$ cat config.mk
export PLATFORM = sky130hd
export DESIGN_NAME = sw_debounce
export DESIGN_NICKNAME = d
export VERILOG_FILES = /design/src/rtl/panel_pkg.sv /design/src/rtl/sw_debounce_bit.sv /design/src/rtl/sw_debounce.sv
export SDC_FILE = /design/constraint.sdc
export NUM_CORES = 1
export LEC_CHECK = 0
export CAP_MARGIN = 15
export CORE_UTILIZATION = 45
export DETAILED_ROUTE_END_ITERATION = 16
export PLACE_DENSITY = 0.74
export SETUP_SLACK_MARGIN = 0.02
export SLEW_MARGIN = 20
export SYNTH_ARGS = -nofsm -noshare
export SYNTH_HDL_FRONTEND = slang
export SYNTH_SLANG_ARGS = --single-unit
$ cat constraint.sdc
create_clock -name sysclk -period 1.6 [get_ports sysclk]
set_input_delay 0.4 -clock sysclk [delete_from_list [all_inputs] [get_ports sysclk]]
set_output_delay 0.4 -clock sysclk [all_outputs]
set_load 0.1 [all_outputs]
$ cat src/rtl/panel_pkg.sv
// Shared constants for the switch/LED front panel.
//   SYSCLK_HZ                - system clock frequency
//   DEBOUNCE_MS              - switch settle time
//   DEBOUNCE_CYCLES_DEFAULT  - settle time expressed in sysclk cycles
//   SW_WIDTH                 - number of slide switches on the board
//   cnt_width()              - stability counter width for a given cycle count
package panel_pkg;

    localparam int unsigned SYSCLK_HZ               = 125000000;
    localparam int unsigned DEBOUNCE_MS             = 10;
    localparam int unsigned DEBOUNCE_CYCLES_DEFAULT = (SYSCLK_HZ / 1000) * DEBOUNCE_MS;
    localparam int unsigned SW_WIDTH                = 2;

    // $clog2(1) is 0, but the counter still needs one bit to exist.
    function automatic int unsigned cnt_width(input int unsigned cycles);
        return (cycles > 1) ? $clog2(cycles) : 1;
    endfunction

endpackage

$ cat src/rtl/sw_debounce_bit.sv
// One switch bit: two-flop synchroniser, stability counter and stable level.
// Ports:
//   sysclk        - system clock, rising edge
//   rst           - synchronous active-high reset
//   sw_i          - raw asynchronous switch pin
//   stable_o      - debounced level (registered)
//   stable_next_o - level stable_o takes at the next edge
//   update_o      - high in the cycle where stable_o is about to change
//   rise_o        - registered one-cycle pulse on an accepted 0->1 change
//   fall_o        - registered one-cycle pulse on an accepted 1->0 change
module sw_debounce_bit
    import panel_pkg::*;
#(
    parameter int unsigned DEBOUNCE_CYCLES = DEBOUNCE_CYCLES_DEFAULT
) (
    input  logic sysclk,
    input  logic rst,
    input  logic sw_i,
    output logic stable_o,
    output logic stable_next_o,
    output logic update_o,
    output logic rise_o,
    output logic fall_o
);

    localparam int unsigned CntW = cnt_width(DEBOUNCE_CYCLES);
    localparam logic [CntW-1:0] CntLast = CntW'(DEBOUNCE_CYCLES - 1);

    logic            s1_q, s1_d;
    logic            s2_q, s2_d;
    logic [CntW-1:0] cnt_q, cnt_d;
    logic            stable_q, stable_d;
    logic            rise_q, rise_d;
    logic            fall_q, fall_d;
    logic            update;

    always_comb begin
        s1_d     = sw_i;
        s2_d     = s1_q;
        cnt_d    = cnt_q;
        stable_d = stable_q;
        rise_d   = 1'b0;
        fall_d   = 1'b0;
        update   = 1'b0;
        if (s2_q == stable_q) begin
            // Any cycle back at the stable level restarts the count.
            cnt_d = '0;
        end else if (cnt_q == CntLast) begin
            stable_d = s2_q;
            cnt_d    = '0;
            update   = 1'b1;
            rise_d   = s2_q;
            fall_d   = ~s2_q;
        end else begin
            cnt_d = cnt_q + 1'b1;
        end
    end

    always_ff @(posedge sysclk) begin
        if (rst) begin
            s1_q     <= 1'b0;
            s2_q     <= 1'b0;
            cnt_q    <= '0;
            stable_q <= 1'b0;
            rise_q   <= 1'b0;
            fall_q   <= 1'b0;
        end else begin
            s1_q     <= s1_d;
            s2_q     <= s2_d;
            cnt_q    <= cnt_d;
            stable_q <= stable_d;
            rise_q   <= rise_d;
            fall_q   <= fall_d;
        end
    end

    assign stable_o      = stable_q;
    assign stable_next_o = stable_d;
    assign update_o      = update;
    assign rise_o        = rise_q;
    assign fall_o        = fall_q;

endmodule

$ cat src/rtl/sw_debounce.sv
// Switch input conditioner: per-bit synchronise + debounce, edge pulses and a
// valid/ready change event carrying a snapshot of the debounced switch word.
// Ports:
//   sysclk      - system clock, rising edge
//   rst         - synchronous active-high reset
//   sw          - raw switch pins
//   sw_stable   - debounced levels
//   sw_rise     - one-cycle pulse per bit on accepted 0->1
//   sw_fall     - one-cycle pulse per bit on accepted 1->0
//   evt_valid   - change event pending
//   evt_data    - sw_stable snapshot for the pending event
//   evt_ready   - consumer accepts when high with evt_valid
//   evt_overrun - sticky: an unaccepted event was overwritten
module sw_debounce
    import panel_pkg::*;
#(
    parameter int unsigned WIDTH           = SW_WIDTH,
    parameter int unsigned DEBOUNCE_CYCLES = DEBOUNCE_CYCLES_DEFAULT
) (
    input  logic             sysclk,
    input  logic             rst,
    input  logic [WIDTH-1:0] sw,
    output logic [WIDTH-1:0] sw_stable,
    output logic [WIDTH-1:0] sw_rise,
    output logic [WIDTH-1:0] sw_fall,
    output logic             evt_valid,
    output logic [WIDTH-1:0] evt_data,
    input  logic             evt_ready,
    output logic             evt_overrun
);

    logic [WIDTH-1:0] stable_next;
    logic [WIDTH-1:0] update;

    for (genvar i = 0; i < WIDTH; i++) begin : g_bit
        sw_debounce_bit #(
            .DEBOUNCE_CYCLES(DEBOUNCE_CYCLES)
        ) u_bit (
            .sysclk       (sysclk),
            .rst          (rst),
            .sw_i         (sw[i]),
            .stable_o     (sw_stable[i]),
            .stable_next_o(stable_next[i]),
            .update_o     (update[i]),
            .rise_o       (sw_rise[i]),
            .fall_o       (sw_fall[i])
        );
    end

    logic             evt_valid_q, evt_valid_d;
    logic [WIDTH-1:0] evt_data_q, evt_data_d;
    logic             evt_overrun_q, evt_overrun_d;
    logic             accept;
    logic             change;

    always_comb begin
        accept        = evt_valid_q & evt_ready;
        change        = |update;
        evt_valid_d   = evt_valid_q;
        evt_data_d    = evt_data_q;
        evt_overrun_d = evt_overrun_q;
        if (change) begin
            // A change coalesces into the pending event; it only counts as an
            // overrun if the pending one is not being taken this cycle.
            evt_valid_d = 1'b1;
            evt_data_d  = stable_next;
            if (evt_valid_q && !accept) begin
                evt_overrun_d = 1'b1;
            end
        end else if (accept) begin
            evt_valid_d = 1'b0;
        end
    end

    always_ff @(posedge sysclk) begin
        if (rst) begin
            evt_valid_q   <= 1'b0;
            evt_data_q    <= '0;
            evt_overrun_q <= 1'b0;
        end else begin
            evt_valid_q   <= evt_valid_d;
            evt_data_q    <= evt_data_d;
            evt_overrun_q <= evt_overrun_d;
        end
    end

    assign evt_valid   = evt_valid_q;
    assign evt_data    = evt_data_q;
    assign evt_overrun = evt_overrun_q;

endmodule

; Word-level counts from Yosys, hierarchy flattened
; Index checks and enable logic that the tools add are counted.
[op_classes]
n_shift = 0
n_div = 0
mul = 0
mux = 10
add_sub_neg = 2
magnitude_cmp = 0
bitwise_logic = 5
eq_ne = 4
reduce_logical = 9
[ops]
columns = cell, n
row1 = $add 21x1->21 const B, 2
row2 = $eq 21x21->1 const B, 2
row3 = $reduce_or 3->1, 4
row4 = $mux 1, 10
row5 = $not 1->1, 4
row6 = $eq 1x1->1, 2
row7 = $reduce_and 2->1, 1
row8 = $reduce_bool 2->1, 1
row9 = $reduce_or 2->1, 1
row10 = $and 1x1->1, 1
row11 = $logic_and 1x1->1, 1
row12 = $logic_not 1->1, 1
[totals]
memories = 0
rom_bits = 0
inputBits = 5
register_bits = 56
elab_cells = 45
output_inout_bits = 10
latchBits = 0
ramBits = 0

; Depth between registers and ports, before layout
[depth]
ltp_word = 5
ltp_mapped = 6
mapped_depth_nobuf = 6

; Modules after synthesis
; A second synthesis with hierarchy kept.
[hier_totals]
cells_unflattened = 280
area_unflattened_um2 = 2468.6
[modules_own_cells]
columns = mod, seq_area_each_um2, instances, cells_per_inst, area_per_inst_um2
row1 = sw_debounce_bit at g_bit[0].u_bit, 520.5, 1, 134, 1169.9
row2 = sw_debounce_bit at g_bit[1].u_bit, 520.5, 1, 131, 1159.9
row3 = sw_debounce, 80.1, 1, 15, 138.9

; Worst setup path before layout
; No wires, ideal clock.
[synth_timing]
kind = register to register
from = register g_bit[1].u_bit.cnt_q[0]
to = register evt_data_q[0], in the netlist evt_data[0]
setup_time_ps = 120
slack_ps = -120
required_ps = 1480
path_buffers = 0
t_arrival_ps = 1600
synth_period_minus_slack_ps = 1720
path_stages_with_launch = 7
path_cell_list = dfxtp_1 ha_1 and3_1 nand4_1 or3_1 a22o_1 o2bb2ai_1
[synth_between]
elab_chain_cells = 4
[synth_rtl]
columns = element, line_no
row1 = "start, declared", sw_debounce_bit.sv:31  ; logic [CntW-1:0] cnt_q, cnt_d;
row2 = "start signal, assigned", sw_debounce_bit.sv:70  ; cnt_q <= cnt_d;
row3 = $eq 21x21->1, sw_debounce_bit.sv:48  ; end else if (cnt_q == CntLast) begin
row4 = $mux 1, sw_debounce_bit.sv:48
row5 = $mux 1, sw_debounce_bit.sv:45  ; if (s2_q == stable_q) begin
row6 = $reduce_or 2->1, sw_debounce.sv:58  ; change = |update;
row7 = "end signal, assigned", sw_debounce.sv:82  ; evt_data_q <= evt_data_d;
row8 = "end, declared", sw_debounce.sv:51  ; logic [WIDTH-1:0] evt_data_q, evt_data_d;
; Every way passes these cells.
; A chain may end at the register's enable or synchronous reset.

; Worst setup path in the final report
[layout_timing]
from = register g_bit[0].u_bit.cnt_q[1]
to = register evt_data_q[1], in the netlist evt_data[1]
[layout_between]
elab_chain_cells = 4
[layout_rtl]
columns = element, line_no
row1 = "start, declared", sw_debounce_bit.sv:31
row2 = "start signal, assigned", sw_debounce_bit.sv:70
row3 = $eq 21x21->1, sw_debounce_bit.sv:48
row4 = $mux 1, sw_debounce_bit.sv:48
row5 = $mux 1, sw_debounce_bit.sv:45
row6 = $reduce_or 2->1, sw_debounce.sv:58
; Every way passes these cells.

==> metrics.yaml <==
routing:
  routed_wirelength_mm: 5.50
  antenna_left: 0
  vias: 2093
  vias_per_cell: 5.16
  avgRoutedWirePerCell_um: 13.6
  drtIter0Drc: 101
  drtPass1Iterations: 4
  drc_errors: 0
final_layout:
  area_growth_pct: 41.6
  layout.nets: 342
  antenna_cells: 0
  fin_util: 0.668
  drive_gt1_frac: 0.333
sta:
  skew_ns: 0.0118
  finalCriticalPeriod_ns: 1.64
  maxSlewHeadroom: 0.705
  fin_ws_ns: -0.0442
  setup_violations: 1
  finalHoldViolCount: 0
  rsz0062_at_grt: "true"
  slew_violations: 0
  worst_pin_slew_ns: 0.439
  min_period_over_period: 1.03
  fmax_mhz: 608
placement:
  port_buffers: 14
  place_congestion: 0.838
  dpl.hpwl_mm: 3.54
  pre_cts_ws_ns: -0.0777
die:
  ios: 15
  die_x_um: 75.4
  start_util: 0.472
  dieArea_mm2: 0.00569
  core.rowCount: 26
  die_h_um: 75.4
  core_area_mm2: 0.00514
setup_path:
  cp_top_family: "simple AND/OR/NAND/NOR gates"
  startpoint_type: "flop"
  worst-path-buf-inv: 0
  path_class: "flop to flop"
  critPathMaxStageDelay_ns: 0.40
  cp_slowest_cell: "or3_4"
  worstPathRequired_ns: 1.81
  path_max_fanout: 3
  cp.arrival_ns: 1.86
  cp-end-kind: "flop"
  crit_chain: "ha_4 -> and3_4 -> nand4_1 -> or3_4 -> a221o_1 -> o31ai_1"
clock_network:
  cts_htree_levels: 2
  clock_sinks: 56
  clock_path_buffers: 2
  path_clk_slew_ns: 0.10
  clk_latency_ns: 0.30
  cts_buffers: 5
  cts_tree: "built"
  root_buffer: "clkbuf_8"
  holdBufCountCts: 0
global_routing:
  antenna_found_initial: 0
  grt_usage: 0.180
  overflow: 0
  grt_max_degree: 22
  grt_pass1_vias: 1838
  grt_pass1_wl_mm: 7.81
pwr:
  power_density_mw_per_mm2: 658
  ir_worst_vdd_uv: 389
  leakagePower_nw: 1.25
logic_synthesis:
  synth_fp_nets: 282
  yosys_warnings: 0
  yosysSeqAreaShare: 0.462
  netlist_area_mm2: 0.00243
  yosysUniqueCellTypes: 37
  postSynthCellCount: 275
  syn_avg_cell_area_um2: 8.82
  ys_ff_latch: 56
status:
  failed_checks: "negative setup slack"
  outcome: "finished with violations"
run:
  maxCapViolCount: 0
worst_hold_path:
  hold_class: "flop to flop"
-- worst paths after layout --
path	start	to	slack, ns	cells past startpoint
setup reg to reg	g_bit[0].u_bit.cnt_q[1]	evt_data[1]	-0.04	6
hold reg to reg	g_bit[1].u_bit.s1_q	g_bit[1].u_bit.s2_q	0.45	1
setup / recovery	g_bit[0].u_bit.cnt_q[1]	evt_data[1]	-0.04	6
hold / removal	g_bit[1].u_bit.s1_q	g_bit[1].u_bit.s2_q	0.45	1
-- cell type report --
cell class / count / area (um2)
sequential: 56 / 1140
timing repair buffer: 66 / 684
tap: 70 / 87.6
multi-input combinational: 197 / 1400
fill: 410 / 1710
clock buffer: 6 / 82.6
clock inverter: 2 / 13.8
inverter: 9 / 33.8
-- where the power goes --
part	switching, mW	total [mW]	internal (mW)
clock network	0.445	0.800	0.355
registers	0.00433	1.40	1.40
logic	0.0271	0.0580	0.0309
-- cell usage in the layout, fill, tap and decap left out, types with 2 or more instances in the layout --
| master | instances |
|---|---|
| nand2_1 | 14 |
| inv_1 | 9 |
| buf_4 | 46 |
| nor3b_2 | 2 |
| dfxtp_2 | 13 |
| buf_6 | 3 |
| and3_1 | 3 |
| nor2_1 | 54 |
| buf_12 | 12 |
| ha_4 | 2 |
| or3_4 | 2 |
| nand2b_1 | 3 |
| xor2_1 | 19 |
| o21ai_0 | 3 |
| nor4_2 | 2 |
| nor3_2 | 4 |
| nor3_4 | 4 |
| clkdlybuf4s50_1 | 4 |
| and4_1 | 6 |
| and3_4 | 2 |
| xnor2_1 | 20 |
| nand3_1 | 15 |
| nor2b_1 | 4 |
| dfxtp_1 | 43 |
| nor3_1 | 2 |
| a21oi_1 | 4 |
| nand4_1 | 10 |
| clkbuf_8 | 6 |
-- sequential cells by signal, indices dropped and copies added (netlist names) --
name                  cells
evt_data                  2
evt_overrun               1
evt_valid                 1
g_bit.u_bit.cnt_q        42
g_bit.u_bit.fall_o        2
g_bit.u_bit.rise_o        2
g_bit.u_bit.s1_q          2
g_bit.u_bit.s2_q          2
g_bit.u_bit.stable_o      2
-- synth_stat cells (all sizes together) --
cell type,n,area share
dfxtp,56,0.46
nor2,55,0.085
xnor2,20,0.072
xor2,19,0.069
nand3,17,0.037
nand2,14,0.022
nand4,11,0.031
nor3,10,0.021
inv,9,0.014
buf,8,0.023
and3,6,0.015
and4,6,0.022
clkbuf,5,0.0077
o21ai,5,0.010
a21oi,4,0.0083
nor2b,4,0.010
nand2b,3,0.0077
nor3b,3,0.0093
nor4,3,0.010
or3,3,0.0098
ha,2,0.010
nor4bb,2,0.0083
a221o,1,0.0041
a22o,1,0.0036
a22oi,1,0.0031
a31oi,1,0.0026
and2,1,0.0026
nor4b,1,0.0062
o21bai,1,0.0031
o2bb2ai,1,0.0036
o31ai,1,0.0031
o32ai,1,0.0036
-- cell families after synthesis --
group | Yosys count | share of synthesized area
and+or+nand+nor | 139 | 0.297
AOI/OAI and AO/OA | 17 | 0.0454
buffers and inverters | 22 | 0.0444
DFF | 56 | 0.462
adders and majority gates | 2 | 0.0103
xor gates and xnor gates | 39 | 0.141
-- layer usage --
metal	GRT usage	up-vias	routed length, um
met5	0	-	0
met4	0.0453	0	41
met3	0.0423	9	139
met2	0.320	31	2880
met1	0.220	1001	2440
li1	-	1052	-
-- worst reg2reg max path, stage by stage, from the launching register on --
cell     delay [ns]
dfxtp_2        0.36
ha_4           0.13
and3_4         0.18
nand4_1        0.12
or3_4          0.40
a221o_1        0.30
o31ai_1        0.07
-- metrics by stage --
| stage | TNS, ns | power [mW] | cell area [um2] | std cells | hold slack (ns) |
|---|---|---|---|---|---|
| after floorplan | -0.111 | 1.46 | 2460 | 275 | 0.414 |
| after global placement | 0 | 1.49 | 3070 | 390 | 0.427 |
| after detailed placement | -0.271 | 1.49 | 3070 | 390 | 0.438 |
| after CTS | -0.0477 | 2.27 | 3250 | 402 | 0.461 |
| after global routing | -0.309 | 2.34 | 3430 | 406 | 0.465 |
| final | -0.0442 | 2.26 | 3430 | 406 | 0.453 |
-- timing repair --
action | in CTS | in global routing
endpoints found under the setup margin | 43 | 44
gates resized for setup | 13 | 31
buffers inserted | 4 | 3
cloned | 0 | 1
hold endpoints to repair | 0 | 0
pin swaps | 8 | 19
No activity file was read; power rests on OpenSTA's default activity.
